**src/rtl/bcd_pkg.sv**
```systemverilog
// Shared types and constants for the sequential binary-to-BCD converter.
// Used by the top-level FSM and by the per-digit dabble cell.
package bcd_pkg;

  typedef enum logic [1:0] {
    IDLE   = 2'd0,
    SHIFT  = 2'd1,
    FINISH = 2'd2
  } state_t;

  localparam logic [3:0] BCD_BLANK     = 4'hF;
  localparam logic [3:0] BCD_NINE      = 4'h9;
  localparam logic [3:0] DABBLE_THRESH = 4'd5;

  // The counter has to hold BIN_W itself, not just BIN_W-1.
  function automatic int cnt_width(input int bin_w);
    return $clog2(bin_w + 1);
  endfunction

endpackage

```
**src/rtl/bcd_dabble_digit.sv**
```systemverilog
// One BCD digit of the double-dabble chain: add-3 correction, then shift
// left by one bit, taking shift_in at the bottom and passing the top bit on.
module bcd_dabble_digit
  import bcd_pkg::*;
(
  input  logic [3:0] digit,
  input  logic       shift_in,
  output logic [3:0] digit_next,
  output logic       shift_out
);

  logic [3:0] adj;

  assign adj        = (digit >= DABBLE_THRESH) ? digit + 4'd3 : digit;
  assign digit_next = {adj[2:0], shift_in};
  assign shift_out  = adj[3];

endmodule

```
**src/rtl/bin_to_bcd_seq.sv**
```systemverilog
// Sequential binary-to-BCD converter (shift-and-add-3), one bit per cycle,
// with optional leading-zero blanking and overflow saturation to all nines.
//
//   state  | meaning
//   -------+-----------------------------------------------------------
//   IDLE   | waiting for start; outputs hold the last result
//   SHIFT  | one dabble+shift step per cycle, BIN_W cycles in total
//   FINISH | publish result (blanked or saturated), raise done next edge
module bin_to_bcd_seq
  import bcd_pkg::*;
#(
  parameter int BIN_W  = 17,
  parameter int DIGITS = 6
) (
  input  logic                  clk,
  input  logic                  rst_n,
  input  logic                  start,
  input  logic [BIN_W-1:0]      bin_in,
  input  logic                  lz_blank,
  output logic                  busy,
  output logic                  done,
  output logic                  ovf,
  output logic [4*DIGITS-1:0]   bcd_out
);

  localparam int CNT_W = cnt_width(BIN_W);
  localparam int BCD_W = 4 * DIGITS;

  // Reset shows a single "0" with every higher digit blank.
  localparam logic [BCD_W-1:0] BCD_RESET = {{(DIGITS-1){BCD_BLANK}}, 4'h0};
  localparam logic [BCD_W-1:0] BCD_SAT   = {DIGITS{BCD_NINE}};

  state_t             state;
  state_t             state_nxt;
  logic [BIN_W-1:0]   bin_reg;
  logic [BCD_W-1:0]   scratch;
  logic [BCD_W-1:0]   scratch_nxt;
  logic [DIGITS:0]    chain;
  logic [CNT_W-1:0]   cnt;
  logic               lz_reg;
  logic               ovf_sticky;
  logic [BCD_W-1:0]   blanked;
  logic               seen;

  assign chain[0] = bin_reg[BIN_W-1];

  for (genvar g = 0; g < DIGITS; g++) begin : g_digit
    bcd_dabble_digit u_digit (
      .digit      (scratch[4*g +: 4]),
      .shift_in   (chain[g]),
      .digit_next (scratch_nxt[4*g +: 4]),
      .shift_out  (chain[g+1])
    );
  end

  always_ff @(posedge clk or negedge rst_n) begin
    if (!rst_n) begin
      state <= IDLE;
    end else begin
      state <= state_nxt;
    end
  end

  always_comb begin
    state_nxt = state;
    case (state)
      IDLE:    if (start) state_nxt = SHIFT;
      SHIFT:   if (cnt == CNT_W'(1)) state_nxt = FINISH;
      FINISH:  state_nxt = IDLE;
      default: state_nxt = IDLE;
    endcase
  end

  assign busy = (state != IDLE);

  // Blank every digit above the most significant nonzero one; digit 0 stays.
  always_comb begin
    blanked = scratch;
    seen    = 1'b0;
    for (int i = DIGITS - 1; i >= 1; i--) begin
      if (scratch[4*i +: 4] != 4'h0) seen = 1'b1;
      if (lz_reg && !seen) blanked[4*i +: 4] = BCD_BLANK;
    end
  end

  always_ff @(posedge clk or negedge rst_n) begin
    if (!rst_n) begin
      bin_reg    <= '0;
      scratch    <= '0;
      cnt        <= '0;
      lz_reg     <= 1'b0;
      ovf_sticky <= 1'b0;
      done       <= 1'b0;
      ovf        <= 1'b0;
      bcd_out    <= BCD_RESET;
    end else begin
      done <= 1'b0;
      case (state)
        IDLE: begin
          if (start) begin
            bin_reg    <= bin_in;
            lz_reg     <= lz_blank;
            scratch    <= '0;
            ovf_sticky <= 1'b0;
            cnt        <= CNT_W'(BIN_W);
          end
        end
        SHIFT: begin
          scratch <= scratch_nxt;
          bin_reg <= {bin_reg[BIN_W-2:0], 1'b0};
          cnt     <= cnt - CNT_W'(1);
          if (chain[DIGITS]) ovf_sticky <= 1'b1;
        end
        FINISH: begin
          done    <= 1'b1;
          ovf     <= ovf_sticky;
          bcd_out <= ovf_sticky ? BCD_SAT : blanked;
        end
        default: ;
      endcase
    end
  end

endmodule

```
**config.mk**
```make
export PLATFORM = sky130hd
export DESIGN_NAME = bin_to_bcd_seq
export DESIGN_NICKNAME = d
export VERILOG_FILES = /design/src/rtl/bcd_pkg.sv /design/src/rtl/bcd_dabble_digit.sv /design/src/rtl/bin_to_bcd_seq.sv
export SDC_FILE = /design/constraint.sdc
export NUM_CORES = 1
export LEC_CHECK = 0
export BUFFER_PORTS_ARGS = -buffer_cell sky130_fd_sc_hd__buf_2
export CAP_MARGIN = 10
export CORE_MARGIN = 2
export CORE_UTILIZATION = 35
export CTS_CLUSTER_SIZE = 24
export DETAILED_ROUTE_END_ITERATION = 16
export MAX_ROUTING_LAYER = met4
export PLACE_DENSITY_LB_ADDON = 0.12
export SYNTH_ARGS = -nofsm -noshare
export SYNTH_HDL_FRONTEND = slang
export SYNTH_SLANG_ARGS = --single-unit
```
**constraint.sdc**
```tcl
create_clock -name clk -period 3.42 [get_ports clk]
set_clock_uncertainty 0.05 [all_clocks]
set_input_delay 0.342 -clock clk [delete_from_list [all_inputs] [get_ports clk]]
set_output_delay 0.342 -clock clk [all_outputs]
set_load 0.01 [all_outputs]
```
After elaboration in Yosys (flattened, before gate mapping)
Index checks and enable logic that the tools add are counted.
{ "word_totals": {"inputBits": 21, "elab_cells": 80, "reg_bits": 76, "out_inout_bits": 27} }
{ "op_classes": {"magnitude_cmp": 6, "n_addsub": 7, "n_reduce_logical": 22, "muxes": 30, "eq_ne": 6} }
{ "ops": {"columns": ["operator", "n"], "rows": [
  ["24-bit two-way mux", 2],
  ["24-bit case mux with 2 select lines", 1],
  ["4-bit two-way mux", 11],
  ["17-bit case mux with 2 select lines", 1],
  ["4-bit by 2-bit adder with 4-bit output, second input constant", 6],
  ["4-bit by 3-bit >= comparator with 1-bit output, second input constant", 6],
  ["4-bit nonzero test", 5],
  ["17-bit two-way mux", 1],
  ["5-bit case mux with 2 select lines", 1],
  ["1-bit two-way mux", 8],
  ["2-bit AND reduction", 3],
  ["5-bit by 1-bit equality test with 1-bit output, second input constant", 1],
  ["1-bit logical AND", 5],
  ["1-bit logical NOT", 5],
  ["5-bit two-way mux", 1],
  ["5-bit by 1-bit subtractor with 5-bit output, second input constant", 1],
  ["2-bit two-way mux", 2],
  ["2-bit != test, second input constant", 2],
  ["2-bit case mux with 2 select lines", 1],
  ["2-bit nonzero test", 2],
  ["3-bit AND reduction", 1],
  ["2-bit by 1-bit equality test with 1-bit output, second input constant", 1],
  ["2-bit equality test, second input constant", 1],
  ["2-bit logical NOT", 1],
  ["other kinds (2)", 2]
]} }

Longest topological paths before layout
{ "logic_depth": {"word_depth": 10, "depth_mapped": 7} }

Cells and area by module
A second synthesis with hierarchy kept.
{ "hier_totals": {"cells_unflattened": 440, "hier_area_um2": 3831.2} }
{ "by_module_without_submodules": {"columns": ["module", "n_inst", "cells_each", "area_each_um2", "seq_area_each_um2"], "rows": [
  ["bin_to_bcd_seq", 1, 338, 3178.0, 1926.8],
  ["bcd_dabble_digit", 6, 17, 108.9, 0.0]
]} }

Worst setup path after synthesis
OpenSTA, ideal clock, no wires.
{ "synth_timing": {"kind": "reg-to-reg", "startpoint": "reg scratch[8]", "endpoint": "reg scratch[10]", "setup_slack_ns": 1.813, "n_path_buf": 0, "arrival_ns": 1.474, "required_time_ns": 3.287, "stages_incl_launch_ff": 7, "path_cell_list": "dfrtp_1 > inv_1 > ha_1 > nand2b_1 > a21oi_1 > mux2_2 > o21ai_0"} }
{ "synth_between": {"elab_chain_len": 3} }
{ "synth_lines": {"columns": ["element", "line", "text"], "rows": [
  ["start: declaration", "bin_to_bcd_seq.sv:36", "logic [BCD_W-1:0] scratch;"],
  ["start signal: assignment", "bin_to_bcd_seq.sv:109", "scratch <= scratch_nxt;"],
  ["4-bit by 2-bit adder with 4-bit output / 4-bit by 3-bit >= comparator with 1-bit output (equally long branches)", "bcd_dabble_digit.sv:14", "assign adj = (digit >= DABBLE_THRESH) ? digit + 4'd3 : digit;"],
  ["4-bit two-way mux *", "bcd_dabble_digit.sv:14", null],
  ["24-bit case mux with 2 select lines *", "bin_to_bcd_seq.sv:98", "case (state)"]
]} }
Every way passes the cells marked *; elsewhere a longest branch is shown, timed or not.
A chain may end at the register's enable or synchronous reset.

Worst setup path after layout
{ "layout_timing": {"startpoint": "reg state[1]", "endpoint": "reg scratch[11]"} }
{ "layout_between": {"elab_chain_len": 3} }
{ "layout_lines": {"columns": ["element", "line", "text"], "rows": [
  ["start: declaration", "bin_to_bcd_seq.sv:33", "state_t state;"],
  ["start signal: assignment", "bin_to_bcd_seq.sv:60", "state <= state_nxt;"],
  ["2-bit by 1-bit equality test with 1-bit output / 2-bit logical NOT (equally long branches)", "bin_to_bcd_seq.sv:98", null],
  ["2-bit nonzero test (no line) / 2-bit != test (equally long branches)", null, null],
  ["2-bit AND reduction (no line)", null, null]
]} }
Several ways; a longest one is shown, not always the timed one.

==> summary.md <==
* **count of endpoints failing setup in the final report** 0
* **total of max-cap violations** 0
* **area of combinational cells with multiple inputs** 1670 sq um
* **share of flip-flops with an asynchronous set or reset after synthesis** 100%
* **cell types with the largest area share after synthesis** sky130_fd_sc_hd__dfrtp_1, sky130_fd_sc_hd__dfstp_2, sky130_fd_sc_hd__nand2_1, sky130_fd_sc_hd__ha_1, sky130_fd_sc_hd__o21ai_0
* **# DRC** 0
* **run status** complete, no violations
* **Chip Height** 108 um
* **post-CTS setup repair buffer count** 0
* **Post-synth EDFFs** 0
* **final-stage net count** 462
* **path category of the worst min-delay check** input port to asynchronous set/reset pin
* **antenna diode count** 0
* **reg2reg start** state[1]$_DFFE_PN0P_
* **worst setup path category** register to register
* **most numerous cell types in the synthesized netlist** sky130_fd_sc_hd__nand2_1, sky130_fd_sc_hd__dfrtp_1, sky130_fd_sc_hd__o21ai_0
* **overall die width** 108 um
* **Seq/Total Area, Yosys** 51.2%
* **share of Yosys cell area claimed by the top area cell type** 37.3%
* **hold buffer count at cts** 0
* **number of antenna violations at the first check in global routing** 0
* **remaining antenna violation count after routing** 0
* **GPL Wtd Cong** 0.717
* **CTS Root Cell** sky130_fd_sc_hd__clkbuf_8
* **clock sink count** 76
* **summed instance area of the synthesized netlist** 3760 sq um
* **pin count of the biggest net entering global routing** 77
* **Post-Synthesis Mean Instance Area** 9.84 sq um
* **via count** 2796
* **final worst path period need** 1.97 ns
* **power density over the cells** 959 nW/um^2
* **placed standard-cell area** 4090 sq um
* **number of hold-slack violations in the final timing report** 0
* **nets in the synthesized netlist** 422
* **# H-tree levels** 3
* **initial detailed-routing violation count** 96
* **detail-routed net length per standard cell** 14.1 um
* **first drt pass iteration count** 4
* **vias in the first global route** 2708
* **actual slew at the worst max-slew pin** 0.957 ns
* **count of mapped cells out of synthesis** 382
* **GRT Overall Usage** 15.0%
* **sort of element at the end of the critical path** register
* **count of pins on the block boundary** 48
* **insertion delay of the later-clocked pin in the worst-skew pair** 0.34 ns
* **CTS tree** yes
* **maximum fanout encountered on the critical timing path** 25
* **number of placement rows** 37
* **number of cells upsized or downsized after cts** 0
* **die area** 11600 sq um
* **final count of pins violating max slew** 0
* **clock input transition at the sequential cells of the worst setup and hold paths** 0.08 ns
* **TritonCTS buffer count** 9
* **Seq. cell area** 1930 sq um
* **Seq cells post-synth** 76
* **core outline area** 10400 sq um
* **R2R Setup Slk** 1.45 ns
* **top achievable clock speed** 507 MHz
* **gr ovfl total** 0
* **category of the worst setup path launch point** register
* **Slew HR** 36.2%
* **CP Launch Point** state[1]$_DFFE_PN0P_
* **worst reg-to-reg path cell count** 4
* **wire length of the first global-routing pass** 13300 um
* **Synth area leader** sky130_fd_sc_hd__dfrtp_1
* **share of layout cells above drive strength 1** 23.0%
* **IR Drop Worst-Case VDD** 0.000381 V
* **wire length reported by the detailed router** 7910 um
* **top flip-flop cell by instance count after synthesis** sky130_fd_sc_hd__dfrtp_1
* **final design area excluding fillers** 4280 sq um
* **setup repair after global routing missed its margin** false
* **Final Power** 4.10 mW
* **post-route setup TNS** 0 ns
* **final HPWL from detailed placement** 5350 um
* **port buffer count** 47
* **leakage** 1.94 nW
* **final core utilization** 41.2%
* **Filler Cells Inserted** 1095
* **number of buffers on the longest clock path** 2
* **via density per instance** 4.97
* **number of distinct library cell variants in the gate-level netlist after synthesis** 43
* **Syn. warnings** 0
* **part of the cycle the worst path needs** 57.7%
* **initial core utilization** 36.3%
* **layout-stage area growth over the synthesis result** 13.7%
* **arrival time at the worst endpoint** 2.15 ns
* **data required time at the worst endpoint** 3.59 ns
* **crit path to** scratch[11]$_DFFE_PN0P_
* **endpoint of the worst register-to-register path** scratch[11]$_DFFE_PN0P_
* **most common cell in the synthesized netlist** sky130_fd_sc_hd__nand2_1
layout make-up:
cell class / instances / area share [%]
clock inverters: 5 / 1.23
multi-input cells: 268 / 39.0
repair buffers: 51 / 6.26
flip-flops and latches: 76 / 45.1
inverters: 16 / 1.40
clock buffers: 11 / 3.07
well taps: 136 / 3.98
cells by family (layout without fill, tap and decap cells):
logic type / Yosys count / in the layout / synth area share (%)
buffers and inverters: 38 / 83 / 4.43
flip-flops: 76 / 76 / 51.2
AO/OA/AOI/OAI: 96 / 96 / 16.1
AND/OR/NAND/NOR: 138 / 138 / 18.0
multiplexers: 6 / 6 / 1.76
adder cells (fa/ha/maj): 19 / 19 / 6.32
XOR/XNOR: 9 / 9 / 2.10
worst max-delay path, cell delays in order, from the launching register on:
cell and delay [ns]:
sky130_fd_sc_hd__dfrtp_1 0.43, sky130_fd_sc_hd__or3b_1 0.79, sky130_fd_sc_hd__nand2_4 0.27, sky130_fd_sc_hd__o31ai_1 0.09
sky130_fd_sc_hd__a32o_1 0.21
metrics by stage:
stage	hold slack, ns	cells	setup WS [ns]
finish	0.116	563	1.45
global route	0.137	563	1.33
CTS	0.124	563	1.44
detailed placement	0.407	547	1.47
global placement	0.402	547	1.51
floorplan	-0.00359	382	1.81
power breakdown:
| group | leakage (nW) | switching, mW | internal (mW) |
|---|---|---|---|
| Combinational | 0.929 | 0.963 | 0.741 |
| Sequential | 0.917 | 0.363 | 1.37 |
| Clock | 0.0931 | 0.325 | 0.334 |
| Total | 1.94 | 1.65 | 2.45 |
worst min path at each step:
stage,startpoint,endpoint,slack (ns)
floorplan,rst_n,bcd_out[0]$_DFFE_PN0P_,-0.004
global placement,bcd_out[3]$_DFFE_PN0P_,bcd_out[3]$_DFFE_PN0P_,0.40
detailed placement,bcd_out[3]$_DFFE_PN0P_,bcd_out[3]$_DFFE_PN0P_,0.41
CTS,bin_in[0],bin_reg[0]$_DFFE_PN0P_,0.12
global route,bin_in[0],bin_reg[0]$_DFFE_PN0P_,0.14
finish,rst_n,scratch[17]$_DFFE_PN0P_,0.12
metal layers:
layer	wire [um]	part of all wire, %	vias to the layer above	GRT usage [%]
li1	-	-	1414	-
met1	4050	51	1318	20.4
met2	3410	43	56	22.3
met3	340	4.3	8	3.57
met4	104	1.3	0	4.67
met5	0	0	-	-
cell usage in the layout, fill, tap and decap left out, drive strengths merged:
| cell type | Yosys | final |
|---|---|---|
| nand3 | 21 | 21 |
| and4 | 1 | 1 |
| a311oi | 1 | 1 |
| clkinvlp | 0 | 1 |
| nor3 | 11 | 11 |
| dfstp | 20 | 20 |
| or4 | 1 | 1 |
| o211ai | 1 | 1 |
| nand2 | 67 | 67 |
| clkinv | 0 | 3 |
| mux2i | 1 | 1 |
| o21ai | 41 | 41 |
| and2 | 2 | 2 |
| o31ai | 14 | 14 |
| dfrtp | 56 | 56 |
| and4bb | 1 | 1 |
| or3b | 1 | 1 |
| mux2 | 5 | 5 |
| a31oi | 1 | 1 |
| ha | 19 | 19 |
| clkbuf | 7 | 11 |
| a21oi | 14 | 14 |
| buf | 15 | 51 |
| a211oi | 1 | 1 |
| inv | 16 | 16 |
| a22oi | 16 | 16 |
| nor2 | 11 | 11 |
| a32o | 6 | 6 |
| nand2b | 9 | 9 |
| xnor2 | 7 | 7 |
| or2 | 1 | 1 |
| bufinv | 0 | 1 |
| xor2 | 2 | 2 |
| and2b | 1 | 1 |
| nor4b | 1 | 1 |
| o311ai | 1 | 1 |
| or3 | 1 | 1 |
| nor3b | 8 | 8 |
| nand3b | 1 | 1 |
Power figures use the tool's default switching activity.
